[src/rtl/op_request_scheduler.sv]
// op_request_scheduler
// Serialises DPP-ready, ND-ready and NA requests into a single opcode stream
// toward the datapath. Requests are latched into sticky pending bits, granted
// round-robin (TXE -> RXA -> LOG), issued with a valid/ack handshake and then
// tracked until op_done_in, with a watchdog that aborts a hung operation.
module op_request_scheduler #(
    parameter int TIMEOUT_CYCLES = 255,
    parameter int CNT_W          = 8
) (
    input  logic       clk,
    input  logic       reset,
    input  logic       dpp_req_in,
    input  logic       nd_req_in,
    input  logic       na_req_in,
    input  logic       op_ack_in,
    input  logic       op_done_in,
    output logic [1:0] opcode_out,
    output logic       op_valid_out,
    output logic       busy_out,
    output logic [2:0] pending_out,
    output logic       overrun_out,
    output logic       timeout_err_out
);

    typedef enum logic [1:0] {
        ST_IDLE  = 2'd0,
        ST_ISSUE = 2'd1,
        ST_EXEC  = 2'd2
    } state_t;

    localparam logic [1:0]       OP_NOP  = 2'b00;
    localparam logic [CNT_W-1:0] WD_LAST = CNT_W'(TIMEOUT_CYCLES - 1);

    // Source index used by the arbiter: 0 = TXE (dpp), 1 = RXA (nd), 2 = LOG (na).
    // Pending bit for source s lives at r_pend[2-s]; its opcode is s+1.
    state_t           r_state;
    logic [1:0]       r_opcode;
    logic             r_valid;
    logic [2:0]       r_pend;
    logic             r_overrun;
    logic             r_timeout;
    logic [1:0]       r_rr;
    logic [CNT_W-1:0] r_wdog;

    logic [2:0]       w_req;
    logic [2:0]       w_clr;
    logic [1:0]       w_win;
    logic             w_found;
    logic [1:0]       w_rr_next;

    assign w_req     = {dpp_req_in, nd_req_in, na_req_in};
    assign w_rr_next = (w_win == 2'd2) ? 2'd0 : w_win + 2'd1;

    // Round-robin search over registered pending bits, starting at r_rr.
    always_comb begin
        w_found = 1'b0;
        w_win   = r_rr;
        w_clr   = 3'b000;
        for (int k = 0; k < 3; k++) begin
            int s;
            s = (int'(r_rr) + k) % 3;
            if (!w_found && r_pend[2-s]) begin
                w_found = 1'b1;
                w_win   = 2'(s);
            end
        end
        // A grant only happens (and only clears a bit) while idle.
        if (r_state == ST_IDLE && w_found) begin
            w_clr[2-int'(w_win)] = 1'b1;
        end
    end

    // Sticky pending bits: a new request wins over a same-cycle grant clear;
    // a request hitting an already-set, not-being-cleared bit is an overrun.
    always_ff @(posedge clk) begin
        if (reset) begin
            r_pend    <= 3'b000;
            r_overrun <= 1'b0;
        end else begin
            r_pend <= (r_pend & ~w_clr) | w_req;
            if (|(w_req & r_pend & ~w_clr)) begin
                r_overrun <= 1'b1;
            end
        end
    end

    // Issue/execute FSM with registered opcode, valid, rr pointer and watchdog.
    always_ff @(posedge clk) begin
        if (reset) begin
            r_state   <= ST_IDLE;
            r_opcode  <= OP_NOP;
            r_valid   <= 1'b0;
            r_rr      <= 2'd0;
            r_wdog    <= '0;
            r_timeout <= 1'b0;
        end else begin
            r_timeout <= 1'b0;
            case (r_state)
                ST_IDLE: begin
                    r_opcode <= OP_NOP;
                    r_valid  <= 1'b0;
                    if (w_found) begin
                        r_opcode <= w_win + 2'd1;
                        r_valid  <= 1'b1;
                        r_rr     <= w_rr_next;
                        r_state  <= ST_ISSUE;
                    end
                end
                ST_ISSUE: begin
                    // Watchdog is held here; it only measures execution time.
                    if (op_ack_in) begin
                        r_valid <= 1'b0;
                        r_wdog  <= '0;
                        if (op_done_in) begin
                            r_opcode <= OP_NOP;
                            r_state  <= ST_IDLE;
                        end else begin
                            r_state  <= ST_EXEC;
                        end
                    end
                end
                ST_EXEC: begin
                    r_valid <= 1'b0;
                    if (op_done_in) begin
                        r_opcode <= OP_NOP;
                        r_state  <= ST_IDLE;
                    end else if (r_wdog == WD_LAST) begin
                        // Abort; the request is dropped, not re-queued.
                        r_timeout <= 1'b1;
                        r_opcode  <= OP_NOP;
                        r_state   <= ST_IDLE;
                    end else begin
                        r_wdog <= r_wdog + 1'b1;
                    end
                end
                default: begin
                    r_opcode <= OP_NOP;
                    r_valid  <= 1'b0;
                    r_state  <= ST_IDLE;
                end
            endcase
        end
    end

    assign opcode_out      = r_opcode;
    assign op_valid_out    = r_valid;
    assign busy_out        = (r_state != ST_IDLE);
    assign pending_out     = r_pend;
    assign overrun_out     = r_overrun;
    assign timeout_err_out = r_timeout;

endmodule

[config.mk]
export PLATFORM = sky130hd
export DESIGN_NAME = op_request_scheduler
export DESIGN_NICKNAME = d
export VERILOG_FILES = /design/src/rtl/op_request_scheduler.sv
export SDC_FILE = /design/constraint.sdc
export NUM_CORES = 1
export LEC_CHECK = 0
export CAP_MARGIN = 0
export CORE_UTILIZATION = 38
export CTS_BUF_LIST = sky130_fd_sc_hd__clkbuf_4 sky130_fd_sc_hd__clkbuf_8 sky130_fd_sc_hd__clkbuf_16
export DETAILED_ROUTE_END_ITERATION = 12
export SLEW_MARGIN = 10
export SYNTH_ARGS = -nofsm -noshare
export SYNTH_HDL_FRONTEND = slang
export SYNTH_SLANG_ARGS = --single-unit
[constraint.sdc]
create_clock -name clk -period 4.42 [get_ports clk]
set_clock_uncertainty 0.05 [all_clocks]
set_input_delay 1.326 -clock clk [delete_from_list [all_inputs] [get_ports clk]]
set_output_delay 1.326 -clock clk [all_outputs]
set_load 0.05 [all_outputs]
==> results.tsv <==
stage	metric	value	unit
logic_synthesis	synth_edf_count	0	
logic_synthesis	synth_area_per_cell	8.50	sq um
drt	drc_errors	0	
grt	grt_usage	16.2	%
floorplanning	rows	20	
drt	wl_per_cell	12.1	um
clocking	cts.sinks	20	
drt	drt-met1-wl	1320	um
clocking	cts_root_buf	clkbuf_4	
power_and_ir_drop	peakVddDrop	0.000311	V
sta	finalHoldViolCount	0	
logic_synthesis	synth_cell_types	39	
grt	overflow	0	
drt	route.vias.total	1070	
logic_synthesis	yosysWarnings	0	
drt	final_antenna_net_count	0	
power_and_ir_drop	seq_power_share	24.9	%
floorplanning	core_area	0.00308	sq mm
final_layout	final_nets	181	
worst_setup_path	crit_path_end_kind	flip-flop	
worst_setup_path	crit_arrival	3.44	ns
logic_synthesis	synth_most_common_cell	dfxtp_1	
logic_synthesis	ys_seq_area_share	32.3	%
clocking	clk_pin_slew	0.12	ns
floorplanning	dieArea	0.00350	sq mm
worst_setup_path	start_kind	flip-flop	
sta	slew_headroom	59.3	%
logic_synthesis	synth_common_cells	dfxtp_1, nor2_1, nand2_1, a21oi_1, ha_1	
drt	top_layer	met4	
hold_path	hold_class	flip-flop to flip-flop	
clocking	postCtsHoldBufs	0	
floorplanning	io_pins	16	
logic_synthesis	ys_top_cells_by_area	dfxtp_1, ha_1, mux2i_1	
placed_design	finalWeightedCongestion	0.912	
power_and_ir_drop	p_comb_share	59.8	%
placed_design	post-place-ws	1.14	ns
sta	tightestPinTransition	0.608	ns
logic_synthesis	ys_dominant_reg_cell	dfxtp_1	
grt	grt_pass1_vias	993	
sta	rsz0062_at_grt	no	
clocking	clockBufferDepth	2	
logic_synthesis	yosysTopAreaCellShare	32.3	%
floorplanning	die_h	59.2	um
power_and_ir_drop	switching_power	446	uW
drt	wl_met2	1090	um
logic_synthesis	syn_inst	146	
sta	timing.fmax	302	MHz
clocking	cts_setup_buffers	0	
sta	setup_tns	0	ns
final_layout	final_cell_area	0.00148	sq mm
final_layout	diodes	0	
sta	slew_viol_final	0	
drt	wl_met3	63	um
grt	grt_max_degree	19	
logic_synthesis	synth_nets	164	
logic_synthesis	synth-seq-cells	20	
power_and_ir_drop	intPower	535	uW
power_and_ir_drop	pwr-share-clk	15.3	%
grt	antenna_found_initial	0	
floorplanning	start_util	40.3	%
placed_design	place_hpwl	1880	um
sta	final.period_utilization	75.0	%
final_layout	syn2layout_area_growth	19.3	%
logic_synthesis	synth-async-reset-ratio	0	%
clocking	h-tree-depth	1	
worst_setup_path	crit_required	4.54	ns
worst_setup_path	criticalPathCategory	flip-flop to flip-flop	
power_and_ir_drop	power_density	662	mW/mm^2
grt	grt_pass1_wl	4330	um
job	max_cap_viol_count	0	
floorplanning	die_w	59.2	um
placed_design	portBuffers	15	
placed_design	postPlaceCellArea	0.00143	sq mm
logic_synthesis	syn-cell-area	0.00124	sq mm
sta	fin_ws	1.11	ns
power_and_ir_drop	netSwitchingFraction	45.5	%
sta	min_period	3.31	ns
drt	drt-initial-drc-count	62	
drt	first_pass_iters	4	
clocking	numCtsBuffers	3	
sta	holdWs	0.453	ns
worst_setup_path	crit_fanout	7	
final_layout	drive_gt1_share	7.41	%
clocking	clock_latency	0.30	ns
clocking	cts_resized	0	
power_and_ir_drop	p_leak	0.595	nW
drt	wirelength	2490	um
clocking	cts_tree	done	
sta	setup_violations	0	
logic_synthesis	yosysTopAreaCell	dfxtp_1	
drt	viasPerCell	5.19	
outcome	status	complete, no violations	
[state kept, by name (all words and copies together) (netlist names)]
| register | cells |
|---|---|
| op_valid_out | 1 |
| opcode_out | 2 |
| overrun_out | 1 |
| pending_out | 3 |
| r_rr | 2 |
| r_state | 2 |
| r_wdog | 8 |
| timeout_err_out | 1 |
[power groups by stage]
stage | combinational [mW] | sequential [mW] | clock [mW]
after floorplan | 0.394 | 0.304 | 0
after global placement | 0.574 | 0.248 | 0
after detailed placement | 0.576 | 0.249 | 0
after CTS | 0.583 | 0.245 | 0.155
after global routing | 0.647 | 0.250 | 0.160
final | 0.586 | 0.244 | 0.150
[area by class of cell]
cell class | count | area [sq um]
clock buffer | 3 | 22.5
clock inverter | 1 | 30.0
fill | 316 | 1600
inverter | 10 | 37.5
multi-input combinational | 113 | 785
sequential | 20 | 400
tap | 44 | 55.1
timing repair buffer | 15 | 150
[worst max-delay path, cell delays in order, from the launching register on]
cell and delay, ns:
dfxtp_1 0.41, inv_1 0.08, ha_1 0.46, mux2_2 0.39
a222oi_1 0.45, nand2_1 0.22, a21oi_1 0.34, ha_1 0.25
a21oi_1 0.07, a2111oi_0 0.34, o21ai_0 0.12
[path summary, 6_finish.rpt]
check / depth (start not counted) / slack [ns] / start / endpoint
setup reg to reg: 10 / 1.11 / r_rr[0] / overrun_out
setup / recovery: 10 / 1.11 / r_rr[0] / overrun_out
hold / removal: 2 / 0.45 / op_valid_out / op_valid_out
hold reg to reg: 2 / 0.45 / op_valid_out / op_valid_out
[layer usage]
layer  vias to the layer above  track usage, %
li1                        546               -
met1                       502            23.1
met2                        20            25.3
met3                         2            1.97
met4                         0            5.44
met5                         -               0
[cell families (layout without fill, tap and decap cells)]
kind of cell,count (synthesis),after routing,share of synthesized area [%]
xor+xnor,6,6,4.23
mux,11,11,9.48
compound gates,35,35,19.4
flops,20,20,32.3
simple gates,50,50,19.1
buf+inv,13,29,4.54
fa+ha+maj,11,11,11.1
[through the flow]
| step | power [mW] | util [%] | instances |
|---|---|---|---|
| CTS | 0.983 | 48.1 | 206 |
| global route | 1.06 | 48.1 | 206 |
| finish | 0.980 | 48.1 | 206 |
| detailed placement | 0.825 | 46.4 | 202 |
| floorplan | 0.699 | - | 146 |
| global placement | 0.822 | 46.4 | 202 |
[placed cells by master, fill, tap and decap left out, types with 2 or more instances in the layout]
cell and n:
clkbuf_4 3, dfxtp_1 20, xor2_1 6, o22ai_1 3
nand2_1 14, nor2_1 18, clkdlybuf4s50_1 15, inv_1 10
nand4_1 4, nand2b_1 4, a21oi_1 11, mux2i_1 8
mux2_2 2, nand3_1 2, ha_1 11, o21ai_0 8
Power figures use the tool's default switching activity.
